`config.mk`:
```
export PLATFORM = sky130hd
export DESIGN_NAME = adder_rr_sched
export DESIGN_NICKNAME = d
export VERILOG_FILES = /design/src/rtl/adder_pkg.sv /design/src/rtl/adder_rr_pick.sv /design/src/rtl/adder_rr_sched.sv
export SDC_FILE = /design/constraint.sdc
export NUM_CORES = 1
export LEC_CHECK = 0
export BUFFER_PORTS_ARGS = -buffer_cell sky130_fd_sc_hd__buf_2
export CAP_MARGIN = 20
export CELL_PAD_IN_SITES_DETAIL_PLACEMENT = 1
export CELL_PAD_IN_SITES_GLOBAL_PLACEMENT = 1
export CORE_ASPECT_RATIO = 0.7
export CORE_MARGIN = 8
export CORE_UTILIZATION = 38
export CTS_CLUSTER_SIZE = 8
export DETAILED_ROUTE_END_ITERATION = 10
export PLACE_DENSITY = 0.75
export SYNTH_ARGS = -nofsm -noshare
export SYNTH_HDL_FRONTEND = slang
export SYNTH_SLANG_ARGS = --single-unit
```
`constraint.sdc`:
```
create_clock -name clk -period 2.2 [get_ports clk]
set_clock_uncertainty 0.2 [all_clocks]
set_input_delay 0.11 -clock clk [delete_from_list [all_inputs] [get_ports clk]]
set_output_delay 0.11 -clock clk [all_outputs]
set_load 0.02 [all_outputs]
```
`src/rtl/adder_pkg.sv`:
```
// rtl/adder_pkg.sv - shared types, defaults and round-robin search helper for adder_rr_sched
package adder_pkg;

  localparam int DEF_NREQ = 4;
  localparam int DEF_W    = 2;
  localparam int MAX_NREQ = 8;
  localparam int MAX_IDW  = 3;

  typedef enum logic [1:0] {IDLE, EXEC, RESP} sched_state_t;

  typedef struct packed {
    logic               found;
    logic [MAX_IDW-1:0] idx;
  } pick_t;

  // First set bit of req at or above ptr, wrapping modulo nreq.
  function automatic pick_t rr_pick(input logic [MAX_NREQ-1:0] req,
                                    input logic [MAX_IDW-1:0]  ptr,
                                    input int                  nreq);
    pick_t r;
    int    j;
    r = '0;
    for (int i = 0; i < MAX_NREQ; i++) begin
      j = (int'(ptr) + i) % nreq;
      if (!r.found && i < nreq && req[j]) begin
        r.found = 1'b1;
        r.idx   = MAX_IDW'(j);
      end
    end
    return r;
  endfunction

endpackage

```
`src/rtl/adder_rr_pick.sv`:
```
// rtl/adder_rr_pick.sv - combinational round-robin priority encoder (req, ptr -> idx, any)
module adder_rr_pick
  import adder_pkg::*;
#(
  parameter int NREQ = DEF_NREQ,
  parameter int IDW  = $clog2(NREQ)
) (
  input  logic [NREQ-1:0] req_i,
  input  logic [IDW-1:0]  ptr_i,
  output logic [IDW-1:0]  idx_o,
  output logic            any_o
);

  pick_t p;

  always_comb begin
    p     = rr_pick(MAX_NREQ'(req_i), MAX_IDW'(ptr_i), NREQ);
    idx_o = IDW'(p.idx);
    any_o = p.found;
  end

endmodule

```
`src/rtl/adder_rr_sched.sv`:
```
// rtl/adder_rr_sched.sv - round-robin scheduler sharing one registered adder among NREQ requesters
// Optional per-requester grant counters with macro ADDER_RR_SCHED_STATS_EN.
module adder_rr_sched
  import adder_pkg::*;
#(
  parameter  int NREQ = DEF_NREQ,
  parameter  int W    = DEF_W,
  localparam int IDW  = $clog2(NREQ)
) (
  input  logic              clk,
  input  logic              reset,
  input  logic [NREQ-1:0]   req,
  input  logic [NREQ*W-1:0] op_a,
  input  logic [NREQ*W-1:0] op_b,
  output logic [NREQ-1:0]   ack,
  output logic              res_valid,
  input  logic              res_ready,
  output logic [W:0]        res_sum,
  output logic [IDW-1:0]    res_id,
`ifdef ADDER_RR_SCHED_STATS_EN
  input  logic              stats_clr,
  output logic [NREQ*8-1:0] grant_cnt,
`endif
  output logic              busy
);

  sched_state_t    state_q, state_d;
  logic [IDW-1:0]  ptr_q, ptr_d;
  logic [IDW-1:0]  g_q, g_d;
  logic [W-1:0]    a_q, a_d, b_q, b_d;
  logic [NREQ-1:0] ack_q, ack_d;
  logic            valid_q, valid_d;
  logic [W:0]      sum_q, sum_d;
  logic [IDW-1:0]  id_q, id_d;

  logic [IDW-1:0]  pick_idx;
  logic            pick_any;

  adder_rr_pick #(.NREQ(NREQ), .IDW(IDW)) u_pick (
    .req_i (req),
    .ptr_i (ptr_q),
    .idx_o (pick_idx),
    .any_o (pick_any)
  );

  always_comb begin
    state_d = state_q;
    ptr_d   = ptr_q;
    g_d     = g_q;
    a_d     = a_q;
    b_d     = b_q;
    ack_d   = '0;
    valid_d = valid_q;
    sum_d   = sum_q;
    id_d    = id_q;
    case (state_q)
      IDLE: begin
        if (pick_any) begin
          a_d     = op_a[pick_idx*W +: W];
          b_d     = op_b[pick_idx*W +: W];
          g_d     = pick_idx;
          ack_d   = NREQ'(1) << pick_idx;
          state_d = EXEC;
        end
      end
      EXEC: begin
        sum_d   = (W+1)'(a_q) + (W+1)'(b_q);
        id_d    = g_q;
        valid_d = 1'b1;
        state_d = RESP;
      end
      RESP: begin
        // Pointer only moves on handshake, so a stalled consumer never skips anyone.
        if (res_ready) begin
          valid_d = 1'b0;
          ptr_d   = g_q + IDW'(1);
          state_d = IDLE;
        end
      end
      default: state_d = IDLE;
    endcase
  end

  always_ff @(posedge clk or posedge reset) begin
    if (reset) begin
      state_q <= IDLE;
      ptr_q   <= '0;
      g_q     <= '0;
      a_q     <= '0;
      b_q     <= '0;
      ack_q   <= '0;
      valid_q <= 1'b0;
      sum_q   <= '0;
      id_q    <= '0;
    end else begin
      state_q <= state_d;
      ptr_q   <= ptr_d;
      g_q     <= g_d;
      a_q     <= a_d;
      b_q     <= b_d;
      ack_q   <= ack_d;
      valid_q <= valid_d;
      sum_q   <= sum_d;
      id_q    <= id_d;
    end
  end

  assign ack       = ack_q;
  assign res_valid = valid_q;
  assign res_sum   = sum_q;
  assign res_id    = id_q;
  assign busy      = (state_q != IDLE);

`ifdef ADDER_RR_SCHED_STATS_EN
  logic [7:0] cnt_q [NREQ];

  always_ff @(posedge clk or posedge reset) begin
    if (reset) begin
      for (int i = 0; i < NREQ; i++) cnt_q[i] <= '0;
    end else if (stats_clr) begin
      for (int i = 0; i < NREQ; i++) cnt_q[i] <= '0;
    end else begin
      for (int i = 0; i < NREQ; i++) begin
        if (ack_q[i] && cnt_q[i] != 8'hFF) cnt_q[i] <= cnt_q[i] + 8'd1;
      end
    end
  end

  always_comb begin
    grant_cnt = '0;
    for (int i = 0; i < NREQ; i++) grant_cnt[i*8 +: 8] = cnt_q[i];
  end
`endif

endmodule

```
* Word-level counts from Yosys, hierarchy flattened
Index checks and enable logic that the tools add are counted.
** Cells by class
- Eq/ne operators :: 4
- Order comparisons :: 4
- Reduce and logical (&&, ||, !) cells :: 16
- Add/subtract/negate cells :: 5
- Bitwise logic cells :: 3
- Shift-type cells :: 3
- Muxes and demuxes :: 22
** Operators by type and width (number)
- $mux W4 :: 6
- $shiftx A8 B4 Y2 :: 2
- $lt A3 B5 Y1 const B :: 3
- $bmux W1 S3 :: 3
- $mux W1 :: 8
- $reduce_and A2 Y1 :: 4
- $pmux W2 S3 :: 1
- $reduce_or A2 Y1 :: 3
- $add A2 B1 Y2 const B :: 2
- $add A2 B2 Y2 const B :: 2
- $lt A2 B4 Y1 const B :: 1
- $mux W2 :: 2
- $reduce_bool A2 Y1 :: 2
- $shl A1 B2 Y4 const A :: 1
- $add A2 B2 Y3 :: 1
- $and A1 B1 Y1 const A :: 3
- $logic_and A1 B1 Y1 :: 3
- $logic_not A1 Y1 :: 3
- $bmux W1 S2 :: 1
- $eq A2 B1 Y1 const B :: 1
- $eq A2 B2 Y1 const B :: 1
- $logic_not A2 Y1 :: 1
- $ne A2 B1 Y1 const B :: 1
- $ne A2 B2 Y1 const B :: 1
- $pmux W1 S2 :: 1
** Word-level totals
- Word-level logic and storage cells :: 66
- Output and inout port bits :: 11
- Bits in registers :: 20

* Longest topological paths before layout
Gate-level depths: netlist of the first run.
- Depth after elaboration :: 17
- Depth in mapped cells :: 5
- Mapped depth without buffers :: 5

* Modules after synthesis
A second synthesis of the first run with hierarchy kept.
** Second synthesis, totals
- Cells, all modules :: 75
- Area total of the unflattened synthesis :: 1001.0 µm²
** By module, submodules not included
- adder_rr_sched :: area an instance 923.4 µm², cells an instance 60, times used 1
- adder_rr_pick :: area an instance 77.6 µm², cells an instance 15, times used 1

* Worst setup path before layout of the first run
OpenSTA, ideal clock, no wires.
- Path type :: register to register
- Start point :: reg state_q[1]
- End point :: reg a_q[0]
- Arrival :: 1.374 ns
- Library setup time :: 0.135 ns
- Cell stages (with the launch flop) :: 6
- Path buffers :: 1
- Slack :: 0.491 ns
- Path through :: dfrtp_1 or2_1 or2_1 buf_6 a2111oi_2 a211oi_1
** On the way
- Longest elaborated chain between the ends :: 2
** RTL lines
- from (decl) :: RTL line adder_rr_sched.sv:27 : sched_state_t state_q, state_d;
- from (signal assigned) :: RTL line adder_rr_sched.sv:96 : state_q <= state_d;
- $logic_not A2 Y1 :: RTL line adder_rr_sched.sv:56 : case (state_q)
- $reduce_and A2 Y1 (no source line)
- to (signal assigned) :: RTL line adder_rr_sched.sv:89 : a_q <= '0;
- to (signal assigned) :: RTL line adder_rr_sched.sv:99 : a_q <= a_d;
- to (decl) :: RTL line adder_rr_sched.sv:30 : logic [W-1:0] a_q, a_d, b_q, b_d;
No other way between the ends.
A chain may end at the register's enable or synchronous reset.

* Worst setup path after layout of the first run
- Start point :: reg state_q[1]
- End point :: reg a_q[1]
The elaborated chain is that of the path after synthesis.

==> metrics, run 1 <==
CP cell instances=or2_1, or2_1, inv_1, and2_1, a211oi_1; CTS tree=done; top area cells in the synthesized netlist=dfrtp_1 (48%), a2111oi_2 (5.8%), mux2_2 (5.4%); core area=2510 um2; Most Frequent Cell on Critical Path=or2_1; CP Capture Type=flop; WL/cell=15.8 um; Hold Vio Cnt, Final=0; area of the mapped netlist=1030 um2; crit-path leading delay family=simple AND/OR/NAND/NOR gates; Comb power frac=47.3%; Sw Ratio=41.1%; initial antenna violation count=0; fin crit period=1.99 ns; Post-synth top cells=dfrtp_1 (20), mux2_2 (5), nand2_1 (5), nor2_1 (5); Root Driver=clkbuf_8; die height=59.7 um; vias=793; RR Startpoint=state_q[1]$_DFFE_PP0P_; Synth Instances=88; CTS max path bufs=2; H-tree level count=1; ys flop type=dfrtp_1; Pre-antenna DRT Iters=5; Yosys top cell area share=48.4%; Post-Route WL=2520 um; most common cell in the netlist=dfrtp_1; Critical Path RT=2.13 ns; Global Route Usage Sum=11.5%; peak supply drop=0.000589 V; Clock power frac=15.7%; register area share after synthesis=48.4%; Final Net Count=152; first-pass GRT wire length=4260 um; maxcap violations=0; Worst Setup Start Kind=flop; grt total ovfl=0; FF-to-FF End=a_q[1]$_DFFE_PP0P_; I/O Buffers=33; synth warn=0; RSZ-0062 raised after global routing=no; final setup TNS=0 ns; Initial Utilization=41.1%; final non-filler cell total=160; clock-pin slew on the worst setup and hold paths=0.07 ns; status=finished, final reports clean; DRC viols=0; Slowest cell on crit path=dfrtp_1; max-slew violations=0; crit-path max FO=11; Hold Path Origin=op_a[2]; pin count of the biggest net entering global routing=21; RD Place Congestion=0.726; ANT nets after route=0; Post-synth ARST share=100%; final worst setup slack=0.212 ns; reg2reg setup slack=0.21 ns; Placed Cells incl. Taps=153; full die area=4680 um2; area growth from synthesis to layout=26.8%; IO Pins=34; Final setup viols=0; Seq pwr share=37.0%; Seq cells post-synth=20; clock latency at the later pin of the worst-skew pair=0.26 ns; vias in the first global route=921; Leak=0.624 nW; Post-Place Worst Slack=0.268 ns; TritonCTS buffer count=3; row count=15; fin crit share=90.3%; worst min-delay path category=input pin to flop; slew margin rel.=50.3%; layout cells sized above 1=42.9%; hold path cells=3; PostCTS Resize Cnt=0; syn nets=113; DR iter-0 viols=30; ANT cells=0; Die W=78.4 um; WS Path Type=flop to flop; NetSw=0.735 mW; TritonCTS Sinks=20; internal power=1.05 mW; synth unique cells=35; Slew @ Worst Pin=0.745 ns; CP Buf/Inv Count=1; Cell Pwr Density=1360 nW/um2; final core occ=52.2%; worst endpoint data arrival time=1.91 ns; via-per-instance ratio=4.96; Worst R2R Path Depth=5; EDFF count, synth=0; Synth area leader=dfrtp_1; Endpoint, Worst Hold=a_q[0]$_DFFE_PP0P_; fmax=503 MHz; Post-DP HPWL=1990 um; Slowest Stage Delay on Critical Path=0.43 ns; Avg Cell Area, Syn=11.8 um2; total power=1.79 mW
-- per-layer routing --
metal	track usage, %	share of wire [%]	vias to the layer above
met1	13.4	45	371
met4	3.15	1.2	0
met5	0	0	-
met2	18.9	47	24
met3	4.94	6.5	5
li1	-	-	393
-- layout by cell type, fill, tap and decap left out, types with 2 or more instances in the layout --
master,instances
dfrtp_1,20
buf_2,33
mux2_2,5
nor3_1,2
clkbuf_8,4
a211oi_1,4
o21ai_1,2
inv_1,3
a21oi_1,4
and3_1,2
or2_1,2
a2111oi_2,4
a21boi_0,4
dlygate4sd3_1,3
o21ai_0,2
nand2_1,5
mux2i_1,4
nor2_1,5
-- power by group through the flow --
| stage | registers, mW | logic, mW | clock network (mW) |
|---|---|---|---|
| floorplan | 0.740 | 0.554 | 0 |
| global placement | 0.660 | 0.817 | 0 |
| detailed placement | 0.672 | 0.850 | 0 |
| CTS | 0.665 | 0.863 | 0.290 |
| global route | 0.690 | 0.945 | 0.297 |
| finish | 0.662 | 0.845 | 0.281 |
-- area by class of cell --
type | count | area (um2)
fillers | 301 | 1200
multi-input cells | 62 | 502
flip-flops and latches | 20 | 500
repair buffers | 36 | 195
clock buffers | 4 | 55.1
well taps | 34 | 42.5
inverters | 4 | 17.5
-- repair_timing --
item	4_1_cts	5_1_grt
endpoints found under the setup margin	0	0
endpoints found under the hold margin	21	0
hold buffers	3	0
buffers inserted	0	0
-- how the worst max path moves through the flow --
stage,startpoint,slack (ns),cells after the start,endpoint
after CTS,state_q[1]$_DFFE_PP0P_,0.22,5,a_q[1]$_DFFE_PP0P_
after global routing,state_q[1]$_DFFE_PP0P_,0.13,5,a_q[1]$_DFFE_PP0P_
after detailed placement,state_q[1]$_DFFE_PP0P_,0.27,5,a_q[0]$_DFFE_PP0P_
final,state_q[1]$_DFFE_PP0P_,0.21,5,a_q[1]$_DFFE_PP0P_
after floorplan,state_q[1]$_DFFE_PP0P_,0.49,5,a_q[0]$_DFFE_PP0P_
after global placement,state_q[1]$_DFFE_PP0P_,0.33,5,b_q[1]$_DFFE_PP0P_
-- worst register-to-register path, stage by stage (launching register included) --
cell and delay, ns:
dfrtp_1 0.43, or2_1 0.24, or2_1 0.39, inv_1 0.24
and2_1 0.24, a211oi_1 0.11
-- sequential cells by signal, summed over array words and instances (netlist names) --
signal and count:
ptr_q 2, ack 4, res_valid 1, res_sum 3
a_q 2, res_id 2, g_q 2, state_q 2
b_q 2
-- metrics by stage --
step / hold slack (ns) / cell area, um2
5_1_grt: 0.0511 / 1310
4_1_cts: 0.00603 / 1310
3_5_place_dp: 0.0778 / 1230
2_1_floorplan: -0.126 / 1030
6_report: 0.00765 / 1310
3_3_place_gp: 0.0721 / 1230
-- cells by family (layout without fill, tap and decap cells) --
kind of cell / Yosys count / in the layout / share of synthesized area, %
and+or+nand+nor: 25 / 25 / 13.4
xor gates and xnor gates: 1 / 1 / 0.847
DFF: 20 / 20 / 48.4
adders and majority gates: 2 / 2 / 3.14
buffers and inverters: 6 / 44 / 3.14
muxes: 10 / 10 / 10.8
AOI/OAI and AO/OA: 24 / 24 / 20.3
No activity file was read; power rests on OpenSTA's default activity.
==> run 2: changes to the inputs <==
--- a/config.mk
+++ b/config.mk
@@ -5,13 +5,14 @@
 export SDC_FILE = /design/constraint.sdc
 export NUM_CORES = 1
 export LEC_CHECK = 0
+export ABC_AREA = 1
 export BUFFER_PORTS_ARGS = -buffer_cell sky130_fd_sc_hd__buf_2
 export CAP_MARGIN = 20
 export CELL_PAD_IN_SITES_DETAIL_PLACEMENT = 1
 export CELL_PAD_IN_SITES_GLOBAL_PLACEMENT = 1
 export CORE_ASPECT_RATIO = 0.7
 export CORE_MARGIN = 8
-export CORE_UTILIZATION = 38
+export CORE_UTILIZATION = 36
 export CTS_CLUSTER_SIZE = 8
 export DETAILED_ROUTE_END_ITERATION = 10
 export PLACE_DENSITY = 0.75
==> run 2 against run 1 <==
Against the previous run: non-clock buffer count grew 7; maximum frequency fell by 3.0%; clock power grew 28%; highest routed layer unchanged.
==> metrics, run 2 <==
status=finished, final reports clean (unchanged); grt total ovfl=0 (unchanged); final non-filler cell total=270 (was 160); FF-to-FF End=a_q[0]$_DFFE_PP0P_ (was a_q[1]$_DFFE_PP0P_); H-tree level count=1 (unchanged); Worst Setup Start Kind=flop (unchanged); CTS tree=done (unchanged); row count=18 (was 15); clock-pin slew on the worst setup and hold paths=0.07 ns (about the same); Placed Cells incl. Taps=257 (was 153); vias in the first global route=1337 (was 921); commonest cells after routing, fill and taps aside=nand2_1 (72), buf_2 (33), nand2_2 (18), dfrtp_1 (18), inv_1 (15) (was buf_2 (33), dfrtp_1 (20), nand2_1 (5), mux2_2 (5), nor2_1 (5)); worst hold slack=0.0421 ns (was 0.00765 ns); Most Frequent Cell on Critical Path=nand2_1 (was or2_1); final core occ=48.5% (was 52.2%); Post-Place Worst Slack=0.0975 ns (was 0.268 ns); Avg Cell Area, Syn=7.17 um2 (was 11.8 um2); most common cell in the netlist=nand2_1 (was dfrtp_1); Yosys top cell area share=39.9% (was 48.4%); Slew @ Worst Pin=0.751 ns (was 0.745 ns); Root Driver=clkbuf_8 (unchanged); Critical Path RT=2.15 ns (was 2.13 ns); IO Pins=34 (unchanged); Leak=0.938 nW (was 0.624 nW); total power=3.09 mW (was 1.79 mW); WL/cell=13.0 um (was 15.8 um); initial antenna violation count=0 (unchanged); TritonCTS buffer count=3 (unchanged); core area=3420 um2 (was 2510 um2); hold path cells=7 (was 3); DRC viols=0 (unchanged); Hold Vio Cnt, Final=0 (unchanged); layout cells sized above 1=35.9% (was 42.9%); clock latency at the later pin of the worst-skew pair=0.25 ns (was 0.26 ns); final setup TNS=0 ns (unchanged); crit-path leading delay family=simple AND/OR/NAND/NOR gates (unchanged); Post-synth ARST share=100% (unchanged); Worst R2R Path Depth=13 (was 5); full die area=5660 um2 (was 4680 um2); Final Net Count=246 (was 152); Initial Utilization=36.7% (was 41.1%); ANT nets after route=0 (unchanged); max-slew violations=0 (unchanged); Design Area, Final=1660 um2 (was 1310 um2); Slowest cell on crit path=dfrtp_2 (was dfrtp_1); Synth area leader=dfrtp_1 (unchanged); Seq cells post-synth=20 (unchanged); syn nets=200 (was 113); area of the mapped netlist=1250 um2 (was 1030 um2); ANT cells=0 (unchanged); met1 GRT Util=16.8% (was 13.4%); Post-Route WL=3520 um (was 2520 um); DR iter-0 viols=48 (was 30); Slowest Stage Delay on Critical Path=0.45 ns (was 0.43 ns); worst min-delay path category=input pin to flop (unchanged); CP Capture Type=flop (unchanged); Post-DP HPWL=2760 um (was 1990 um); Cell Area, Placed=1460 um2 (was 1230 um2); via-per-instance ratio=4.61 (was 4.96); RD Place Congestion=0.879 (was 0.726); met3 usage in global routing=3.36% (was 4.94%); Synth Instances=175 (was 88); vias=1245 (was 793); grt met2 use=20.3% (was 18.9%); register area share after synthesis=39.9% (was 48.4%); synth warn=0 (unchanged); WS Path Type=flop to flop (unchanged); CP Buf/Inv Count=2 (was 1); maxcap violations=0 (unchanged); Endpoint, Worst Hold=b_q[1]$_DFFE_PP0P_ (was a_q[0]$_DFFE_PP0P_); fin crit period=2.05 ns (was 1.99 ns); Final setup viols=0 (unchanged); first-pass GRT wire length=5990 um (was 4260 um); most common cell after layout, fill and taps aside=nand2_1 (was buf_2); RR Startpoint=ptr_q[0]$_DFFE_PP0P_ (was state_q[1]$_DFFE_PP0P_); Post-synth top cells=nand2_1 (75), dfrtp_1 (20), nand2_2 (16), inv_1 (15), nand3_1 (13) (was dfrtp_1 (20), mux2_2 (5), nand2_1 (5), nor2_1 (5)); peak supply drop=0.000669 V (was 0.000589 V); fmax=488 MHz (was 503 MHz); global route hottest layer=met2 (unchanged); area growth from synthesis to layout=32.2% (was 26.8%); die height=65.4 um (was 59.7 um); EDFF count, synth=0 (unchanged); max reg flops=4 (unchanged); I/O Buffers=33 (unchanged); slew margin rel.=49.9% (was 50.3%); top area cells in the synthesized netlist=dfrtp_1 (40%), nand2_1 (22%), nand2_2 (8.0%) (was dfrtp_1 (48%), a2111oi_2 (5.8%), mux2_2 (5.4%)); pin count of the biggest net entering global routing=21 (unchanged); CP cell instances=buf_8, nand2_2, nand3_2, nand2_2, nor2_2, a21oi_1, nand2_1, nor2_4, inv_2, nand2_1, nand2_1, nand2_1, nand2_1 (was or2_1, or2_1, inv_1, and2_1, a211oi_1); TritonCTS Sinks=20 (unchanged); CTS max path bufs=2 (unchanged); Hold Path Origin=op_b[1] (was op_a[2]); worst endpoint data arrival time=2.00 ns (was 1.91 ns); crit-path max FO=9 (was 11); Die W=86.6 um (was 78.4 um); ys flop type=dfrtp_1 (unchanged); Cell Pwr Density=1860 nW/um2 (was 1360 nW/um2); synth unique cells=22 (was 35); Global Route Usage Sum=13.0% (was 11.5%); final worst setup slack=0.151 ns (was 0.212 ns); fin crit share=93.1% (was 90.3%); Pre-antenna DRT Iters=4 (was 5); reg2reg setup slack=0.15 ns (was 0.21 ns)
run 2: cell type report:
type	count	area, um2
multi-input combinational	135	697
fill	449	1760
inverter	18	72.6
tap	50	62.6
clock inverter	1	30.0
sequential	20	503
clock buffer	3	41.3
timing repair buffer	43	253
run 2: power by group:
part	internal (mW)	switching [mW]	total (mW)
Sequential	0.535	0.119	0.654
Clock	0.243	0.118	0.360
Combinational	0.756	1.32	2.07
Total	1.53	1.55	3.09
run 2: how the worst max path moves through the flow:
| stage | start | to | slack, ns | depth (start not counted) |
|---|---|---|---|---|
| after floorplan | ptr_q[0]$_DFFE_PP0P_ | b_q[1]$_DFFE_PP0P_ | 0.36 | 16 |
| after global placement | ptr_q[1]$_DFFE_PP0P_ | a_q[0]$_DFFE_PP0P_ | 0.16 | 14 |
| after CTS | ptr_q[0]$_DFFE_PP0P_ | a_q[0]$_DFFE_PP0P_ | 0.09 | 13 |
| final | ptr_q[0]$_DFFE_PP0P_ | a_q[0]$_DFFE_PP0P_ | 0.15 | 13 |
| after detailed placement | ptr_q[0]$_DFFE_PP0P_ | a_q[0]$_DFFE_PP0P_ | 0.1 | 13 |
| after global routing | ptr_q[0]$_DFFE_PP0P_ | a_q[0]$_DFFE_PP0P_ | -0.004 | 13 |
run 2: what timing repair did:
item,in CTS,in global routing
gates resized for setup,0,14
setup endpoints to repair,0,8
buffers inserted,0,7
hold buffers,2,0
hold endpoints to repair,21,0
run 2: tightest hold or removal path: cells and delay by family:
family | cells | cell delay [ns]
simple gates | 6 | 0.27
buf+inv | 1 | 0.08
run 2: kinds of logic after synthesis:
logic type | after synthesis | synth area share, %
AOI/OAI and AO/OA | 11 | 4.79
adders and majority gates | 2 | 2.59
buffers and inverters | 20 | 7.48
DFF | 20 | 39.9
and+or+nand+nor | 122 | 45.3
run 2: metal layers:
metal,routed length (um),vias up
li1,-,632
met1,1730,579
met2,1550,32
met3,213,2
met4,29,0
met5,0,-
==> run 3: changes to the inputs <==
--- a/config.mk
+++ b/config.mk
@@ -15,7 +15,7 @@
 export CORE_UTILIZATION = 36
 export CTS_CLUSTER_SIZE = 8
 export DETAILED_ROUTE_END_ITERATION = 10
-export PLACE_DENSITY = 0.75
+export PLACE_DENSITY_LB_ADDON = 0.2
 export SYNTH_ARGS = -nofsm -noshare
 export SYNTH_HDL_FRONTEND = slang
 export SYNTH_SLANG_ARGS = --single-unit
==> run 3 against run 2 <==
Against the previous run: power is 8.5% lower; die area stayed put; sequential power is 3% lower; critical path type unchanged; highest routed layer is now met3.
==> metrics, run 3 (synthesis gave the netlist of run 2 again) <==
Cell Pwr Density=1780 nW/um2 (was 1860 nW/um2); Hold Vio Cnt, Final=0 (unchanged); clock latency at the later pin of the worst-skew pair=0.26 ns (was 0.25 ns); Final Net Count=240 (was 246); ANT nets after route=0 (unchanged); status=finished, final reports clean (unchanged); final worst setup slack=0.199 ns (was 0.151 ns); TritonCTS buffer count=3 (unchanged); pin count of the biggest net entering global routing=21 (unchanged); core area=3420 um2 (unchanged); Global Route Usage Sum=12.4% (was 13.0%); die height=65.4 um (unchanged); Cell Area, Placed=1460 um2 (unchanged); clock-pin slew on the worst setup and hold paths=0.07 ns (about the same); Slowest cell on crit path=dfrtp_1 (was dfrtp_2); max-slew violations=0 (unchanged); total power=2.82 mW (was 3.09 mW); Design Area, Final=1580 um2 (was 1660 um2); most common cell after layout, fill and taps aside=nand2_1 (unchanged); DRC viols=0 (unchanged); row count=18 (unchanged); first-pass GRT wire length=5710 um (was 5990 um); Initial Utilization=36.7% (unchanged); final non-filler cell total=264 (was 270); DR iter-0 viols=54 (was 48); fin crit period=2.00 ns (was 2.05 ns); full die area=5660 um2 (unchanged); CP Capture Type=flop (unchanged); vias=1188 (was 1245); CP Buf/Inv Count=2 (unchanged); Most Frequent Cell on Critical Path=nand2_1 (unchanged); slew margin rel.=51.1% (was 49.9%); Root Driver=clkbuf_8 (unchanged); H-tree level count=1 (unchanged); final core occ=46.3% (was 48.5%); via-per-instance ratio=4.50 (was 4.61); peak supply drop=0.000575 V (was 0.000669 V); Slew @ Worst Pin=0.733 ns (was 0.751 ns); commonest cells after routing, fill and taps aside=nand2_1 (75), buf_2 (33), dfrtp_1 (20) (was nand2_1 (72), buf_2 (33), nand2_2 (18), dfrtp_1 (18), inv_1 (15)); IO Pins=34 (unchanged); final setup TNS=0 ns (unchanged); Die W=86.6 um (unchanged); worst endpoint data arrival time=1.95 ns (was 2.00 ns); Critical Path RT=2.15 ns (about the same); max reg flops=4 (unchanged); Slowest Stage Delay on Critical Path=0.45 ns (about the same); I/O Buffers=33 (unchanged); Final setup viols=0 (unchanged); grt total ovfl=0 (unchanged); initial antenna violation count=0 (unchanged); RD Place Congestion=0.775 (was 0.879); area growth from synthesis to layout=26.2% (was 32.2%); vias in the first global route=1236 (was 1337); CP cell instances=inv_2, nand2_2, nand2_4, nand2_2, nand2_2, nor2_1, nor2_2, nand2_4, buf_12, nand3_1, nand2_1, nand2_1, nand2_1, nand2_1, nand2_1 (was buf_8, nand2_2, nand3_2, nand2_2, nor2_2, a21oi_1, nand2_1, nor2_4, inv_2, nand2_1, nand2_1, nand2_1, nand2_1); fin crit share=91.0% (was 93.1%); WS Path Type=flop to flop (unchanged); Post-Place Worst Slack=0.142 ns (was 0.0975 ns); CTS tree=done (unchanged); Fillers=457 (was 449); Worst Setup Start Kind=flop (unchanged); ANT cells=0 (unchanged); Post-Route WL=3250 um (was 3520 um); Placed Cells incl. Taps=257 (unchanged); fmax=500 MHz (was 488 MHz); RSZ-0062 raised after global routing=yes; crit-path max FO=6 (was 9); Leak=0.901 nW (was 0.938 nW); worst min-delay path category=input pin to flop (unchanged); Pre-antenna DRT Iters=4 (unchanged); maxcap violations=0 (unchanged); WL/cell=12.3 um (was 13.0 um); worst hold slack=0.0376 ns (was 0.0421 ns); TritonCTS Sinks=20 (unchanged); layout cells sized above 1=31.8% (was 35.9%); CTS max path bufs=2 (unchanged); crit-path leading delay family=simple AND/OR/NAND/NOR gates (unchanged); Post-DP HPWL=2640 um (was 2760 um)
## run 3: changes by cell type in the layout (fill, tap and decap cells not counted), moves of 2 or more
cell / change
inv_2: +2
nand2_2: -2
buf_4: -6
dfrtp_2: -2
inv_4: -2
dfrtp_1: +2
nand2_1: +3
## run 3: final cells by class
class / count / area, um2 / share of cell area (%)
Tap cell: 50 / 62.6 / 3.95
Multi-Input combinational cell: 135 / 686 / 43.3
Inverter: 18 / 67.6 / 4.27
Sequential cell: 20 / 500 / 31.6
Clock buffer: 4 / 55.1 / 3.48
Timing Repair Buffer: 37 / 213 / 13.4
## run 3: worst reg2reg max path, stage by stage, from the launching register on
cell     delay [ns]
dfrtp_1        0.45
inv_2          0.15
nand2_2        0.08
nand2_4        0.10
nand2_2        0.06
nand2_2        0.08
nor2_1         0.06
nor2_2         0.13
nand2_4        0.11
buf_12         0.15
nand3_1        0.06
nand2_1        0.07
nand2_1        0.06
nand2_1        0.05
nand2_1        0.05
nand2_1        0.05
## run 3: power by group
| part | total, mW | leakage (nW) | internal (mW) | switching, mW |
|---|---|---|---|---|
| combinational | 1.91 | 0.619 | 0.644 | 1.27 |
| clock | 0.275 | 0.0288 | 0.159 | 0.116 |
| sequential | 0.636 | 0.253 | 0.531 | 0.105 |
## run 3: what timing repair did
item | in CTS | in global routing
endpoints found under the setup margin | 0 | 5
endpoints found under the hold margin | 22 | 0
hold buffers | 2 | 0
setup buffers | 0 | 1
gates resized for setup | 0 | 4
## run 3: final timing paths
path                       slack (ns)  cells past startpoint                      to                    from
setup / recovery                 0.20                     15      a_q[1]$_DFFE_PP0P_    ptr_q[1]$_DFFE_PP0P_
hold / removal                   0.04                      7      b_q[0]$_DFFE_PP0P_                 op_b[4]
setup reg to reg                 0.20                     15      a_q[1]$_DFFE_PP0P_    ptr_q[1]$_DFFE_PP0P_
hold reg to reg                  0.27                      2  res_sum[2]$_DFFE_PP0P_  res_sum[2]$_DFFE_PP0P_
max in group asynchronous        1.02                      3      b_q[1]$_DFFE_PP0P_                   reset
min in group asynchronous        0.31                      3   res_id[1]$_DFFE_PP0P_                   reset
## run 3: per-layer routing
| layer | GRT usage, % | vias to the layer above | wire length [um] |
|---|---|---|---|
| li1 | - | 616 | - |
| met1 | 15.5 | 552 | 1580 |
| met2 | 21.0 | 20 | 1530 |
| met3 | 3.99 | 0 | 143 |
| met4 | 1.28 | 0 | 0 |
| met5 | 0 | - | 0 |
